<file path="config.mk">
export PLATFORM = sky130hd
export DESIGN_NAME = seven_segment_display
export DESIGN_NICKNAME = d
export VERILOG_FILES = /design/src/rtl/seven_segment_pkg.sv /design/src/rtl/seven_segment_decoder.sv /design/src/rtl/seven_segment_display.sv
export SDC_FILE = /design/constraint.sdc
export NUM_CORES = 1
export LEC_CHECK = 0
export CORE_MARGIN = 3
export CORE_UTILIZATION = 50
export CTS_CLUSTER_DIAMETER = 50
export DETAILED_ROUTE_END_ITERATION = 12
export PLACE_DENSITY = 0.81
export RECOVER_POWER = 25
export REMOVE_ABC_BUFFERS = 1
export SLEW_MARGIN = 20
export SYNTH_ARGS = -nofsm -noshare
export SYNTH_HDL_FRONTEND = slang
export SYNTH_SLANG_ARGS = --single-unit
</file>
<file path="constraint.sdc">
create_clock -name clk -period 2 [get_ports clk]
set_clock_uncertainty 0.1 [all_clocks]
set_input_delay 0.6 -clock clk [delete_from_list [all_inputs] [get_ports clk]]
set_output_delay 0.6 -clock clk [all_outputs]
set_load 0.1 [all_outputs]
</file>
<file path="src/rtl/seven_segment_pkg.sv">
// seven_segment_pkg: shared segment type, blank value and hex decode table.
// Segment byte layout: bit 7 = dp, bits 6:0 = g..a, active-low.
package seven_segment_pkg;

  typedef logic [7:0] seg_t;

  localparam seg_t SEG_BLANK = 8'hFF;

  // Entry i is the pattern for hex value i, dp off.
  localparam seg_t [15:0] SEG_LUT = {
    8'h8E, 8'h86, 8'hA1, 8'hC6,
    8'h83, 8'h88, 8'h90, 8'h80,
    8'hF8, 8'h82, 8'h92, 8'h99,
    8'hB0, 8'hA4, 8'hF9, 8'hC0
  };

endpackage

</file>
<file path="src/rtl/seven_segment_decoder.sv">
// seven_segment_decoder: nibble + dot + blank -> active-low segment byte.
// Ports: nibble (hex value), dot (1 = lit), blank (forces all off), seg.
module seven_segment_decoder
  import seven_segment_pkg::*;
(
  input  logic [3:0] nibble,
  input  logic       dot,
  input  logic       blank,
  output seg_t       seg
);

  always_comb begin
    seg = SEG_LUT[nibble];
    if (dot) seg[7] = 1'b0;
    if (blank) seg = SEG_BLANK;
  end

endmodule

</file>
<file path="src/rtl/seven_segment_display.sv">
// seven_segment_display: static or scanned 7-seg driver with load capture.
// Ports: clk, reset_n, load, data, dots, digit_en, blink -> hex | seg, dig_sel.
// Build option: YRV_SEVEN_SEG_BLINK_EN adds the per-digit blink counter.
module seven_segment_display
  import seven_segment_pkg::*;
#(
  parameter int n_digits          = 6,
  parameter int multiplexed       = 0,
  parameter int scan_period       = 50000,
  parameter int blink_half_period = 12500000
) (
  input  logic                  clk,
  input  logic                  reset_n,
  input  logic                  load,
  input  logic [4*n_digits-1:0] data,
  input  logic [n_digits-1:0]   dots,
  input  logic [n_digits-1:0]   digit_en,
  input  logic [n_digits-1:0]   blink,
  output logic [8*n_digits-1:0] hex,
  output logic [7:0]            seg,
  output logic [n_digits-1:0]   dig_sel
);

  logic [4*n_digits-1:0] data_q;
  logic [n_digits-1:0]   dots_q;
  logic [n_digits-1:0]   en_q;
  logic [n_digits-1:0]   blink_off;
  logic [n_digits-1:0]   digit_off;

`ifdef YRV_SEVEN_SEG_BLINK_EN
  localparam int BW = $clog2(blink_half_period);

  logic [n_digits-1:0] blink_q;
  logic [BW-1:0]       blink_cnt;
  logic                blink_phase;

  always_ff @(posedge clk or negedge reset_n) begin
    if (!reset_n) begin
      blink_q <= '0;
    end else if (load) begin
      blink_q <= blink;
    end
  end

  always_ff @(posedge clk or negedge reset_n) begin
    if (!reset_n) begin
      blink_cnt   <= '0;
      blink_phase <= 1'b0;
    end else if (blink_cnt == BW'(blink_half_period - 1)) begin
      blink_cnt   <= '0;
      blink_phase <= ~blink_phase;
    end else begin
      blink_cnt <= blink_cnt + 1'b1;
    end
  end

  assign blink_off = blink_q & {n_digits{blink_phase}};
`else
  localparam int unused_half = blink_half_period;

  logic unused_blink;
  assign unused_blink = ^blink;
  assign blink_off    = '0;
`endif

  always_ff @(posedge clk or negedge reset_n) begin
    if (!reset_n) begin
      data_q <= '0;
      dots_q <= '0;
      en_q   <= '0;
    end else if (load) begin
      data_q <= data;
      dots_q <= dots;
      en_q   <= digit_en;
    end
  end

  assign digit_off = ~en_q | blink_off;

  generate
    if (multiplexed == 0) begin : g_static
      localparam int unused_scan = scan_period;

      seg_t dec_seg [n_digits];

      for (genvar i = 0; i < n_digits; i++) begin : g_dec
        seven_segment_decoder u_dec (
          .nibble (data_q[4*i +: 4]),
          .dot    (dots_q[i]),
          .blank  (digit_off[i]),
          .seg    (dec_seg[i])
        );
      end

      always_ff @(posedge clk or negedge reset_n) begin
        if (!reset_n) begin
          hex <= '1;
        end else begin
          for (int i = 0; i < n_digits; i++) begin
            hex[8*i +: 8] <= dec_seg[i];
          end
        end
      end

      assign seg     = SEG_BLANK;
      assign dig_sel = '1;
    end else begin : g_scan
      localparam int SW = $clog2(scan_period);
      localparam int IW = (n_digits > 1) ? $clog2(n_digits) : 1;

      logic [SW-1:0]       scan_cnt;
      logic [IW-1:0]       idx;
      logic                wrap;
      logic [3:0]          cur_nib;
      logic                cur_dot;
      logic                cur_off;
      logic [n_digits-1:0] cur_sel;
      seg_t                cur_seg;

      assign wrap = (scan_cnt == SW'(scan_period - 1));

      always_ff @(posedge clk or negedge reset_n) begin
        if (!reset_n) begin
          scan_cnt <= '0;
          idx      <= '0;
        end else if (wrap) begin
          scan_cnt <= '0;
          if (idx == IW'(n_digits - 1)) idx <= '0;
          else idx <= idx + 1'b1;
        end else begin
          scan_cnt <= scan_cnt + 1'b1;
        end
      end

      always_comb begin
        cur_nib = '0;
        cur_dot = 1'b0;
        cur_off = 1'b1;
        cur_sel = '1;
        for (int i = 0; i < n_digits; i++) begin
          if (IW'(i) == idx) begin
            cur_nib    = data_q[4*i +: 4];
            cur_dot    = dots_q[i];
            cur_off    = digit_off[i];
            cur_sel[i] = 1'b0;
          end
        end
      end

      seven_segment_decoder u_dec (
        .nibble (cur_nib),
        .dot    (cur_dot),
        .blank  (cur_off),
        .seg    (cur_seg)
      );

      // Last counter value of a slot drives the guard: select and
      // segments both off while the index moves to the next digit.
      always_ff @(posedge clk or negedge reset_n) begin
        if (!reset_n) begin
          seg     <= SEG_BLANK;
          dig_sel <= '1;
        end else if (wrap) begin
          seg     <= SEG_BLANK;
          dig_sel <= '1;
        end else begin
          seg     <= cur_seg;
          dig_sel <= cur_sel;
        end
      end

      assign hex = '1;
    end
  endgenerate

endmodule

</file>
==> out/qor.yml, run 1 <==
dp_slack_ns: 0.2678
path_cells: "buf_12"
cts-root-buf: "clkbuf_8"
period_share_pct: 89.07
hold_violations: 0
min_period_ns: 1.781
setup_viol: 0
grt_use_met1_pct: 22.17
pwr-share-clk_pct: 24.3
clkLatencyLatePin_ns: 0.34
hp-class: "register to register"
antennaDiodeCount: 0
syn-mean-instance-area_um2: 11.21
grt_usage_pct: 18.26
overflow: 0
finalSetupTns_ns: 0
post-cts-setup-buffers: 0
pwr_density_cell_nw_per_um2: 1031
hold_depth: 1
cts.htree.levels: 3
cp_slowest_cell: "dfstp_2"
synth_area_leader_cell: "dfstp_2"
critPathLaunchType: "register"
dpl.hpwl_um: 6674
crit_fanout: 1
wl_per_cell_um: 15.28
antenna_found_initial: 0
ys_warn_count: 0
crit_cells: 1
crit_type: "register to primary output"
final_common_cell: "buf_12"
critical_path_required_ns: 1.30
syn_inst: 394
outcome: "completed"
syn-cell-area_um2: 4415
max-cap-violations: 0
endpoint_kind: "primary output"
routed_wl_um: 8846
ir_worst_vdd_mv: 0.5457
start_util_pct: 52.68
grt_max_degree: 40
place_congestion: 0.8696
cts_buffer_depth: 2
vias: 3126
combPwrFrac_pct: 38.6
area_growth_syn_to_layout_pct: 35.65
reg2reg_depth: 5
grt_pass1_vias: 3103
grt_first_pass_wirelength_um: 14590
use_met3_pct: 4.448
die_area_um2: 9995
switching_share_pct: 38.78
path_buf_inv: 1
critPathTopFamily: "flip-flops"
clkSinkCount: 84
busiest_layer: "met2"
vias_per_cell: 5.399
final_cell_mix: "buf_12, dfstp_2, ha_1"
drtIter0Drc: 89
leakage_nw: 2.630
grt_setup_unrepaired: "false"
p_sw_mw: 2.395
antenna_left: 0
cts_made_buffers: 9
crit_arrival_ns: 1.08
cts_tree: "built"
tightest_slew_ns: 0.7358
clk_pin_slew_ns: 0.09
drive_gt1_share_pct: 30.80
p_int_mw: 3.781
core-area_um2: 8382
synth_cell_types: 38
slew_headroom_pct: 50.95
io_buffers: 86
drtPass1Iterations: 4
pin_count: 107
layout_setup_ws_ns: 0.2185
layout.nets: 556
ys_top_cells_by_area: "dfstp_2, dfrtp_1, ha_1"
gr-usage-met2_pct: 31.86
maxSlewViolCount: 0
die_x_um: 99.98
ys_ff_latch: 84
synth_top_area_share_pct: 28.56
slowest_delay_ns: 0.56
max_freq_ghz: 0.5613
die_h_um: 99.98
drc: 0
ys_seq_area_share_pct: 48.97
pwr-share-seq_pct: 37.1
num_rows: 33
final cells by class:
class / instances / area [µm²]
repair buffers: 91 / 1376
clock buffers: 11 / 151.4
fillers: 571 / 2392
clock inverters: 5 / 107.6
flip-flops and latches: 84 / 2162
multi-input cells: 263 / 1986
well taps: 105 / 131.4
inverters: 20 / 75.07
sequential cells by signal (all words and copies together) (netlist names):
name,flops
en_q,6
dots_q,6
hex,48
data_q,24
stage by stage:
| stage | area (µm²) | util (%) | hold WS, ns | instances | power (mW) |
|---|---|---|---|---|---|
| 2_1_floorplan | 4223 | - | 0.2044 | 367 | 3.794 |
| 3_3_place_gp | 5756 | 68.67 | 0.2762 | 562 | 4.663 |
| 3_5_place_dp | 5756 | 68.67 | 0.2949 | 562 | 4.724 |
| 4_1_cts | 6025 | 71.88 | 0.3054 | 579 | 6.243 |
| 5_1_grt | 5989 | 71.46 | 0.3139 | 579 | 6.425 |
| 6_report | 5989 | 71.46 | 0.2985 | 579 | 6.176 |
per-layer routing:
metal  vias up  part of all wire (%)
li1       1467                     -
met1      1542                    40
met2       105                    52
met3        12                   6.7
met4         0                   1.3
met5         -                     0
final timing paths:
kind	start	slack, ns	to
worst max-delay path	hex[47]$_DFF_PN1_	0.22	hex[47]
worst min-delay path	dots_q[4]$_DFFE_PN0P_	0.30	hex[39]$_DFF_PN1_
worst max register to register	data_q[16]$_DFFE_PN0P_	0.24	hex[35]$_DFF_PN1_
worst min register to register	dots_q[4]$_DFFE_PN0P_	0.30	hex[39]$_DFF_PN1_
max in group asynchronous	reset_n	0.29	dots_q[5]$_DFFE_PN0P_
min in group asynchronous	reset_n	0.55	data_q[18]$_DFFE_PN0P_
power by group through the flow:
stage	sequential [mW]	combinational, mW	clock [mW]
after global placement	2.30	2.36	0
after detailed placement	2.32	2.40	0
after global routing	2.33	2.48	1.61
final	2.29	2.38	1.50
after floorplan	3.28	0.515	0
after CTS	2.30	2.41	1.54
synthesized netlist by cell type:
| cell type | number |
|---|---|
| a21bo_2 | 2 |
| a21boi_0 | 1 |
| a21o_1 | 1 |
| a21oi_1 | 9 |
| and2_0 | 1 |
| and2_1 | 3 |
| buf_2 | 13 |
| buf_4 | 16 |
| buf_6 | 2 |
| clkbuf_1 | 9 |
| conb_1 | 1 |
| dfrtp_1 | 36 |
| dfstp_2 | 48 |
| ha_1 | 42 |
| inv_1 | 20 |
| mux2_1 | 2 |
| mux2_2 | 24 |
| mux2i_1 | 6 |
| mux4_1 | 1 |
| mux4_2 | 2 |
| nand2_1 | 41 |
| nand2b_1 | 15 |
| nand3_1 | 14 |
| nand3b_1 | 2 |
| nor2_1 | 9 |
| nor2b_1 | 3 |
| nor3b_1 | 2 |
| o211ai_1 | 21 |
| o21ai_0 | 23 |
| o21ai_1 | 1 |
| o221ai_1 | 8 |
| o22ai_1 | 1 |
| o311ai_0 | 4 |
| o311ai_1 | 1 |
| o31ai_1 | 2 |
| or2_2 | 2 |
| or3b_1 | 3 |
| xor2_1 | 3 |
logic make-up after synthesis:
logic type	synth area share, %
muxes	9.606
other	0.08493
DFF	48.97
adders and majority gates	11.90
AOI/OAI and AO/OA	11.16
and+or+nand+nor	10.51
buffers and inverters	7.169
xor gates and xnor gates	0.5952
what timing repair did:
action,4_1_cts,5_1_grt
hold endpoints to repair,2,0
hold buffers,1,0
gates resized for setup,0,0
setup endpoints to repair,0,0
(Power assumes the default switching activity.)
==> run 2, diff against run 1 <==
Settings changed: CTS_CLUSTER_SIZE set to 16, PLACE_DENSITY 0.81 to 0.84.
==> run 2 against run 1 <==
Core utilization shrank 0.37 points. Sequential power is essentially flat. Combinational power is essentially flat. Via count shrank 1.8%. Design area shrank 0.52%. Non-clock buffer count shrank 1. Clock power shrank 13%. Fmax shrank 0.51%. Worst hold slack gained 0.0081 ns. Critical path type unchanged. Largest cell class unchanged. Highest routed layer unchanged.
==> out/qor.yml, run 2 (synthesis gave the netlist of run 1 again) <==
outcome: "completed"
placed_area_um2: 5743
wl_per_cell_um: 15.05
clkLatencyLatePin_ns: 0.34
overflow: 0
vias: 3069
min_period_ns: 1.791
area_growth_syn_to_layout_pct: 34.94
crit_fanout: 1
final_cell_mix: "buf_12, dfstp_2, ha_1"
cp_slowest_cell: "dfstp_2"
place_congestion: 0.8385
vias_per_cell: 5.310
dpl.hpwl_um: 6624
finalSetupTns_ns: 0
endpoint_kind: "primary output"
setup_viol: 0
core-area_um2: 8382
tightest_slew_ns: 1.417
cts.htree.levels: 3
grt_max_degree: 45
critPathTopFamily: "flip-flops"
top_register: "hex"
grt_pass1_vias: 3011
largest_reg_flops: 48
slew_headroom_pct: 5.524
wl_met3_um: 688
max_freq_ghz: 0.5585
drc: 0
die_h_um: 99.98
num_rows: 33
final_common_cell: "buf_12"
drtPass1Iterations: 4
maxSlewViolCount: 0
crit_arrival_ns: 1.09
cts_hold_buf: 0
critPathLaunchType: "register"
final_area_um2: 5958
pwr_density_cell_nw_per_um2: 1006
clkSinkCount: 84
cts_buffer_depth: 2
hold_violations: 0
nFillCells: 588
antenna_found_initial: 0
clk_pin_slew_ns: 0.09
met2_length_um: 4493
cts-resized-gates: 0
path_cells: "buf_12"
crit_type: "register to primary output"
pin_count: 107
cts_tree: "built"
start_util_pct: 52.68
ir_worst_vdd_mv: 0.5993
grt_first_pass_wirelength_um: 14530
critical_path_required_ns: 1.30
cts-root-buf: "clkbuf_8"
cts_made_buffers: 9
slowest_delay_ns: 0.57
die_x_um: 99.98
max-cap-violations: 0
path_buf_inv: 1
grt_setup_unrepaired: "false"
wl_met1_um: 3461
die_area_um2: 9995
top_regs: "hex: 48 flops, data_q: 24 flops"
period_share_pct: 89.53
antenna_left: 0
post-cts-setup-buffers: 0
routed.top_layer: "met4"
drive_gt1_share_pct: 30.66
grt_usage_pct: 18.28
drtIter0Drc: 117
leakage_nw: 2.615
antennaDiodeCount: 0
routed_wl_um: 8698
io_buffers: 86
hp-class: "register to register"
layout.nets: 555
run 2: cell types whose count changed in the layout (fill, tap and decap cells not counted), sizes merged:
cell,change
dlygate4sd3,-4
clkdlybuf4s50,+3
bufinv,-1
clkbuf,-2
buf,+3
run 2: cell type report:
type                    count  area (µm²)  area share, %
clock buffers              12       145.1          2.436
repair buffers             90        1385          23.25
multi-input cells         263        1986          33.33
inverters                  20       75.07          1.260
flip-flops and latches     84        2162          36.29
clock inverters             4       73.82          1.239
well taps                 105       131.4          2.205
run 2: power by group:
part | total [mW] | internal [mW] | switching, mW
clock network | 1.31 | 0.739 | 0.570
logic | 2.39 | 0.870 | 1.52
registers | 2.30 | 2.01 | 0.283
total | 5.99 | 3.62 | 2.37
run 2: worst paths after layout:
check                                      start                endpoint  depth (start not counted)  slack [ns]
min in group asynchronous                reset_n  data_q[18]$_DFFE_PN0P_                          1        0.48
max reg2reg                data_q[8]$_DFFE_PN0P_       hex[19]$_DFF_PN1_                          5        0.21
max in group asynchronous                reset_n        hex[6]$_DFF_PN1_                          2        0.36
min reg2reg                dots_q[4]$_DFFE_PN0P_       hex[39]$_DFF_PN1_                          1        0.31
max                            hex[43]$_DFF_PN1_                 hex[43]                          1        0.21
min                        dots_q[4]$_DFFE_PN0P_       hex[39]$_DFF_PN1_                          1        0.31
run 2: per-layer routing:
metal	GRT usage [%]	vias to the layer above
met2	32.38	100
li1	-	1472
met4	4.145	0
met1	21.58	1491
met5	0	-
met3	6.115	6
run 2: worst register-to-register path: cells and delay by family, from the launching register on:
family | cells | cell delay [ns]
DFF | 1 | 0.46
and+or+nand+nor | 1 | 0.15
muxes | 1 | 0.48
adders and majority gates | 1 | 0.33
buffers and inverters | 2 | 0.20
run 2: through the flow:
| step | utilization, % | cells | setup slack [ns] | hold WS [ns] | power, mW |
|---|---|---|---|---|---|
| final | 71.09 | 578 | 0.2094 | 0.3067 | 5.994 |
| after global routing | 71.09 | 578 | 0.09170 | 0.3246 | 6.260 |
| after CTS | 71.13 | 578 | 0.1829 | 0.04642 | 6.069 |
| after detailed placement | 68.52 | 562 | 0.2370 | 0.2980 | 4.726 |
| after global placement | 68.52 | 562 | 0.3212 | 0.2769 | 4.658 |
| after floorplan | - | 367 | 0.3942 | 0.2044 | 3.794 |
